$ cat config.mk
export PLATFORM = sky130hd
export DESIGN_NAME = openram_testchip_ctrl
export DESIGN_NICKNAME = d
export VERILOG_FILES = /design/src/rtl/openram_tc_pkg.sv /design/src/rtl/openram_tc_seq.sv /design/src/rtl/openram_testchip_ctrl.sv
export SDC_FILE = /design/constraint.sdc
export NUM_CORES = 1
export LEC_CHECK = 0
export ABC_AREA = 0
export BUFFER_PORTS_ARGS = -buffer_cell sky130_fd_sc_hd__buf_2
export CAP_MARGIN = 20
export CORE_AREA = 2 2 260 262
export CTS_CLUSTER_SIZE = 14
export DETAILED_ROUTE_END_ITERATION = 10
export DIE_AREA = 0 0 262 264
export SLEW_MARGIN = 20
export SYNTH_ARGS = -nofsm -noshare
export SYNTH_HDL_FRONTEND = slang
export SYNTH_SLANG_ARGS = --single-unit
$ cat constraint.sdc
create_clock -name clk -period 10.7 [get_ports clk]
set_clock_uncertainty 0.2 [all_clocks]
set_input_delay 1.07 -clock clk [delete_from_list [all_inputs] [get_ports clk]]
set_output_delay 1.07 -clock clk [all_outputs]
set_load 0.02 [all_outputs]
$ cat src/rtl/openram_tc_pkg.sv
// Shared definitions for the OpenRAM test-chip controller: packet layout,
// chip ids and the strobe/capture sequencer states.
package openram_tc_pkg;

  localparam int PKT_W   = 112;
  localparam int DATA_W  = 32;
  localparam int NSRAM   = 5;
  localparam int CHIP_W  = 4;
  localparam int ADDR_W  = 16;
  localparam int WMASK_W = 4;

  // Bit offsets of the packet fields, LSB of each field.
  localparam int CHIP_LSB   = 108;
  localparam int ADDR0_LSB  = 92;
  localparam int DIN0_LSB   = 60;
  localparam int CSB0_BIT   = 59;
  localparam int WEB0_BIT   = 58;
  localparam int WMASK0_LSB = 54;
  localparam int ADDR1_LSB  = 38;
  localparam int DIN1_LSB   = 6;
  localparam int CSB1_BIT   = 5;
  localparam int WEB1_BIT   = 4;
  localparam int WMASK1_LSB = 0;

  localparam logic [CHIP_W-1:0] CHIP_SRAM0 = 4'd0;
  localparam logic [CHIP_W-1:0] CHIP_SRAM1 = 4'd1;
  localparam logic [CHIP_W-1:0] CHIP_SRAM2 = 4'd2;
  localparam logic [CHIP_W-1:0] CHIP_SRAM3 = 4'd3;
  localparam logic [CHIP_W-1:0] CHIP_SRAM4 = 4'd4;

  typedef struct packed {
    logic [CHIP_W-1:0]  chip;
    logic [ADDR_W-1:0]  addr0;
    logic [DATA_W-1:0]  din0;
    logic               csb0;
    logic               web0;
    logic [WMASK_W-1:0] wmask0;
    logic [ADDR_W-1:0]  addr1;
    logic [DATA_W-1:0]  din1;
    logic               csb1;
    logic               web1;
    logic [WMASK_W-1:0] wmask1;
  } pkt_t;

  typedef enum logic [1:0] {
    ST_IDLE   = 2'd0,
    ST_CLK_HI = 2'd1,
    ST_CLK_LO = 2'd2,
    ST_CAPT   = 2'd3
  } seq_state_e;

endpackage

$ cat src/rtl/openram_tc_seq.sv
// Strobe/capture sequencer: one clock pulse to the selected macro, a settle
// cycle, then a capture cycle, then back to IDLE.
module openram_tc_seq
  import openram_tc_pkg::*;
(
  input  logic             clk,
  input  logic             rst,
  input  logic             go,
  input  logic [NSRAM-1:0] chip_sel,
  output logic [NSRAM-1:0] sram_clk,
  output logic             capt,
  output logic             idle,
  output seq_state_e       state
);

  seq_state_e state_next;

  // go is a level sampled only in IDLE; there is no ready, every op takes
  // exactly four cycles and go held high chains ops back to back.
  always_comb begin
    state_next = state;
    unique case (state)
      ST_IDLE:   if (go) state_next = ST_CLK_HI;
      ST_CLK_HI: state_next = ST_CLK_LO;
      ST_CLK_LO: state_next = ST_CAPT;
      ST_CAPT:   state_next = ST_IDLE;
      default:   state_next = ST_IDLE;
    endcase
  end

  // Macro clocks are registered so they are glitch free; an invalid chip id
  // gives an empty chip_sel and therefore no pulse.
  always_ff @(posedge clk or posedge rst) begin
    if (rst) begin
      state    <= ST_IDLE;
      sram_clk <= '0;
    end else begin
      state    <= state_next;
      sram_clk <= (state_next == ST_CLK_HI) ? chip_sel : '0;
    end
  end

  assign idle = (state == ST_IDLE);
  assign capt = (state == ST_CAPT) && (|chip_sel);

endmodule

$ cat src/rtl/openram_testchip_ctrl.sv
// OpenRAM test-chip controller top: packet register (LA parallel or GPIO
// serial load), per-macro connection muxes and captured read data.
module openram_testchip_ctrl
  import openram_tc_pkg::*;
(
  input  logic              clk,
  input  logic              reset,
  input  logic              in_select,
  input  logic              la_in_load,
  input  logic [PKT_W-1:0]  la_bits,
  input  logic              la_sram_load,
  input  logic              gpio_scan,
  input  logic              gpio_bit,
  input  logic              gpio_sram_load,
  input  logic [DATA_W-1:0] sram0_rw_in,
  input  logic [DATA_W-1:0] sram0_ro_in,
  input  logic [DATA_W-1:0] sram1_rw_in,
  input  logic [DATA_W-1:0] sram1_ro_in,
  input  logic [DATA_W-1:0] sram2_rw_in,
  input  logic [DATA_W-1:0] sram3_rw_in,
  input  logic [DATA_W-1:0] sram4_rw_in,
  output logic [54:0]       sram0_connections,
  output logic [54:0]       sram1_connections,
  output logic [47:0]       sram2_connections,
  output logic [45:0]       sram3_connections,
  output logic [46:0]       sram4_connections,
  output logic              sram0_clk,
  output logic              sram1_clk,
  output logic              sram2_clk,
  output logic              sram3_clk,
  output logic              sram4_clk,
  output logic [DATA_W-1:0] la_data0,
  output logic [DATA_W-1:0] la_data1,
  output logic              gpio_data0,
  output logic              gpio_data1
);

  pkt_t              pkt;
  logic [DATA_W-1:0] data0, data1;
  logic [DATA_W-1:0] port0_dout, port1_dout;
  logic [NSRAM-1:0]  chip_sel;
  logic [NSRAM-1:0]  sram_clk;
  logic [NSRAM-1:0]  csb0_m;
  logic [1:0]        csb1_m;
  logic              go, capt, idle, scan_en;
  seq_state_e        seq_state;

  assign go      = in_select ? gpio_sram_load : la_sram_load;
  assign scan_en = in_select && gpio_scan && idle;

  always_comb begin
    chip_sel = '0;
    for (int i = 0; i < NSRAM; i++) chip_sel[i] = (pkt.chip == CHIP_W'(i));
  end

  openram_tc_seq u_seq (
    .clk      (clk),
    .rst      (reset),
    .go       (go),
    .chip_sel (chip_sel),
    .sram_clk (sram_clk),
    .capt     (capt),
    .idle     (idle),
    .state    (seq_state)
  );

  // The packet is frozen during an op so the macro inputs stay stable
  // around its clock edge.
  always_ff @(posedge clk or posedge reset) begin
    if (reset) begin
      pkt <= '0;
    end else if (idle) begin
      if (!in_select && la_in_load) pkt <= la_bits;
      else if (scan_en)             pkt <= {pkt[PKT_W-2:0], gpio_bit};
    end
  end

  always_comb begin
    port0_dout = '0;
    port1_dout = '0;
    unique case (pkt.chip)
      CHIP_SRAM0: begin port0_dout = sram0_rw_in; port1_dout = sram0_ro_in; end
      CHIP_SRAM1: begin port0_dout = sram1_rw_in; port1_dout = sram1_ro_in; end
      CHIP_SRAM2: port0_dout = sram2_rw_in;
      CHIP_SRAM3: port0_dout = sram3_rw_in;
      CHIP_SRAM4: port0_dout = sram4_rw_in;
      default: ;
    endcase
  end

  always_ff @(posedge clk or posedge reset) begin
    if (reset) begin
      data0 <= '0;
      data1 <= '0;
    end else if (capt) begin
      data0 <= port0_dout;
      data1 <= port1_dout;
    end else if (scan_en) begin
      data0 <= {data0[DATA_W-2:0], 1'b0};
      data1 <= {data1[DATA_W-2:0], 1'b0};
    end
  end

  // Unselected macros keep their chip selects high; other nets follow the packet.
  assign csb0_m = {NSRAM{pkt.csb0}} | ~chip_sel;
  assign csb1_m = {2{pkt.csb1}} | ~chip_sel[1:0];

  assign sram0_connections = {csb0_m[0], pkt.web0, pkt.wmask0, pkt.addr0[7:0], pkt.din0,
                              csb1_m[0], pkt.addr1[7:0]};
  assign sram1_connections = {csb0_m[1], pkt.web0, pkt.wmask0, pkt.addr0[7:0], pkt.din0,
                              csb1_m[1], pkt.addr1[7:0]};
  assign sram2_connections = {csb0_m[2], pkt.web0, pkt.wmask0, pkt.addr0[9:0], pkt.din0};
  assign sram3_connections = {csb0_m[3], pkt.web0, pkt.wmask0, pkt.addr0[7:0], pkt.din0};
  assign sram4_connections = {csb0_m[4], pkt.web0, pkt.wmask0, pkt.addr0[8:0], pkt.din0};

  assign {sram4_clk, sram3_clk, sram2_clk, sram1_clk, sram0_clk} = sram_clk;

  assign la_data0   = data0;
  assign la_data1   = data1;
  assign gpio_data0 = data0[DATA_W-1];
  assign gpio_data1 = data1[DATA_W-1];

  // Port 1 is read-only and macro address widths are narrower than the packet fields.
  logic unused_bits;
  assign unused_bits = ^{pkt.din1, pkt.web1, pkt.wmask1, pkt.addr0[15:10], pkt.addr1[15:8],
                         seq_state};

endmodule

==> results.tsv <==
stage	metric	value	unit
die	die_h	264	microns
min_path	min_path_type	flip-flop to flip-flop	
setup_path	critPathMaxStageDelay	790	ps
cts	cts_buffer_depth	2	
yosys	synth.cell_area	12800	sq um
yosys	synth-warning-count	0	
setup_path	crit_slowest_cell	nand2b_2	
sta	slew_headroom	29.43	%
layout	final_nets	1846	
setup_path	path_depth	6	
setup_path	rr_endpoint	sram0_connections[42]	
die	die_area	69170	sq um
setup_path	worstSetupPathType	input pin to flip-flop	
die	core	66560	sq um
drt	drtPass1Iterations	4	
global_routing	grt_pass1_wl	66720	microns
yosys	seq_area_frac_synth	35.76	%
cts	worstSkewPairLatency	480	ps
layout	final_util	23.65	%
cts	ctsHoldBuffers	0	
global_routing	grt_max_degree	68	
cts	cts_setup_buffers	0	
yosys	synthArstFlopShare	100.0	%
die	die_x	262	microns
setup_path	crit_path_start_kind	input pin	
placement	port_buffers	665	
yosys	yosys_most_used_dff	dfrtp_1	
cts	post_cts_resize_count	0	
yosys	ys_ff_latch	183	
yosys	synthTopCellsByCount	mux2_2, buf_4, dfrtp_1, buf_2, mux2i_1	
layout	area_growth	22.94	%
drt	vias	10029	
sta	finalSetupViolCount	0	
yosys	synthCells	1129	
yosys	synth_area_per_cell	11.34	sq um
drt	drc_errors	0	
cts	ctsRootBufferMaster	clkbuf_16	
drt	drt_iter0_drc	461	
setup_path	reg2reg_from	u_seq.state[0]	
setup_path	required	10850	ps
drt	drtAntennaViolNets	0	
run	drv_cap	0	
sta	final.setup.tns	0	ps
sta	final_max_slew_viol_count	0	
yosys	synth-edff-count	0	
setup_path	reg2regPathDepth	7	
setup_path	cp_cell_sequence	buf_2 > nand2b_2 > a21boi_4 > buf_4 > buf_4 > mux2_2	
sta	rsz0062_at_grt	false	
placement	hpwl	36250	microns
sta	fmax	0.2340	GHz
yosys	yosysMostFrequentCell	mux2_2	
power_and_ir_drop	power_density	310.6	nW/um^2
sta	timing.final.hold_violations	0	
power_and_ir_drop	p_leak	7.736	nW
global_routing	grt_pass1_vias	10013	
setup_path	reg2reg_slack	7280	ps
setup_path	crit_family	buffers and inverters	
setup_path	critPathMaxFanout	61	
setup_path	critical_path.most_common_cell	buf_4	
global_routing	antenna_found_initial	9	
setup_path	startpoint	in_select	
setup_path	cp.arrival	4430	ps
cts	cts_tree	done	
drt	wl_per_cell	19.85	microns
yosys	synth_top_cells_by_area	dfrtp_1, mux2_2, buf_4	
yosys	synth_top_area_cell	dfrtp_1	
cts	clock-sinks	183	
yosys	synth.distinct_cells	39	
setup_path	critPathBufInv	3	
cts	clk_pin_slew	90	ps
run_status	status	completed	
yosys	syn_nets	1476	
sta	post-route-period-util	39.94	%
power_and_ir_drop	ir_worst_vdd	140.2	uV
cts	cts_made_buffers	17	
die	rows	95	
setup_path	cp-end-kind	flip-flop	
drt	wirelength	47410	microns
layout	drive_gt1_share	68.12	%
sta	tightest_slew	1059	ps
sta	layout_min_cycle_time	4274	ps
global_routing	track_usage	13.30	%
drt	vias_per_cell	4.200	
setup_path	worstSetupEndpoint	sram0_connections[42]	
cts	h-tree-depth	4	
min_path	hp-start	pkt[52]	
global_routing	overflow	0	
die	pin_count	666	
yosys	yosysTopAreaCellShare	35.76	%
die	initial_core_util	19.24	%
placement	place_congestion	0.8661	
==> worst register-to-register path: stages, from the launching register on <==
cell,delay [ps]
dfrtp_1,390
inv_1,130
ha_1,160
buf_4,310
a21boi_4,230
buf_4,580
buf_4,850
mux2_2,460
==> registers in the layout, summed over array words and instances (netlist names) <==
signal             cells
sram2_connections      2
u_seq.state            2
la_data1              32
u_seq.sram_clk         5
pkt                   57
la_data0              32
sram0_connections     53
==> stage by stage <==
step	cells	setup slack (ps)	cell area [sq um]	total power [W]	hold slack [ps]
2_1_floorplan	1129	4458	12800	0.003760	254.1
3_3_place_gp	2352	5816	15080	0.004245	273.9
3_5_place_dp	2353	5829	15100	0.004277	272.3
4_1_cts	2385	6368	15740	0.005000	293.7
5_1_grt	2388	6182	15740	0.005252	307.0
6_report	2388	6426	15740	0.004890	289.4
==> how the worst min path moves through the flow <==
stage / to / slack (ps) / cells past startpoint
2_1_floorplan: pkt[35] / 250 / 1
3_3_place_gp: pkt[35] / 270 / 1
3_5_place_dp: pkt[35] / 270 / 1
4_1_cts: pkt[35] / 290 / 1
5_1_grt: pkt[52] / 310 / 1
6_report: pkt[52] / 290 / 1
==> cells in the final DEF (no fill, tap or decap), types with 2 or more instances in the layout <==
master / n
nor2b_4: 2
nand4_1: 32
and3_1: 2
inv_8: 3
mux2_1: 20
buf_4: 20
inv_12: 4
clkbuf_16: 17
a221oi_1: 26
a22oi_1: 27
a31oi_1: 27
inv_6: 2
o21ai_0: 37
nor4b_4: 2
nor2_1: 2
dfrtp_1: 180
and3b_1: 10
inv_1: 3
diode_2: 3
and4_1: 26
mux2i_1: 42
and2_1: 3
mux2_2: 264
mux2_4: 30
nand2b_1: 4
nand2_1: 24
ha_1: 3
clkinv_8: 6
nand3b_1: 3
buf_2: 665
a222oi_1: 5
dfrtp_2: 3
nor3_4: 2
==> per-layer routing <==
metal | share of wire (%) | track usage, % | vias to the layer above
met1 | 41 | 15.43 | 4897
met5 | 0.082 | 0 | -
met4 | 3.4 | 5.925 | 6
met2 | 50 | 23.10 | 456
met3 | 5.9 | 3.080 | 65
li1 | - | - | 4605
==> cells by family after synthesis <==
family | count (synthesis) | synth area share (%)
multiplexers | 356 | 31.78
buffers and inverters | 339 | 18.59
flip-flops | 183 | 35.76
AO/OA/AOI/OAI | 128 | 6.918
AND/OR/NAND/NOR | 120 | 6.654
adder cells (fa/ha/maj) | 3 | 0.2932
==> cell type report <==
type / instances / area [sq um]
well taps: 873 / 1092
clock inverters: 15 / 211.5
multi-input cells: 607 / 5907
diodes: 3 / 7.507
flip-flops and latches: 183 / 4583
fillers: 7235 / 50820
inverters: 4 / 22.52
repair buffers: 686 / 3493
clock buffers: 17 / 425.4
==> power by group <==
group	internal [W]	switching (W)
registers	0.00101	0.000371
clock network	0.000326	0.000366
logic	0.00112	0.00170
total	0.00246	0.00243
(Power assumes the default switching activity.)
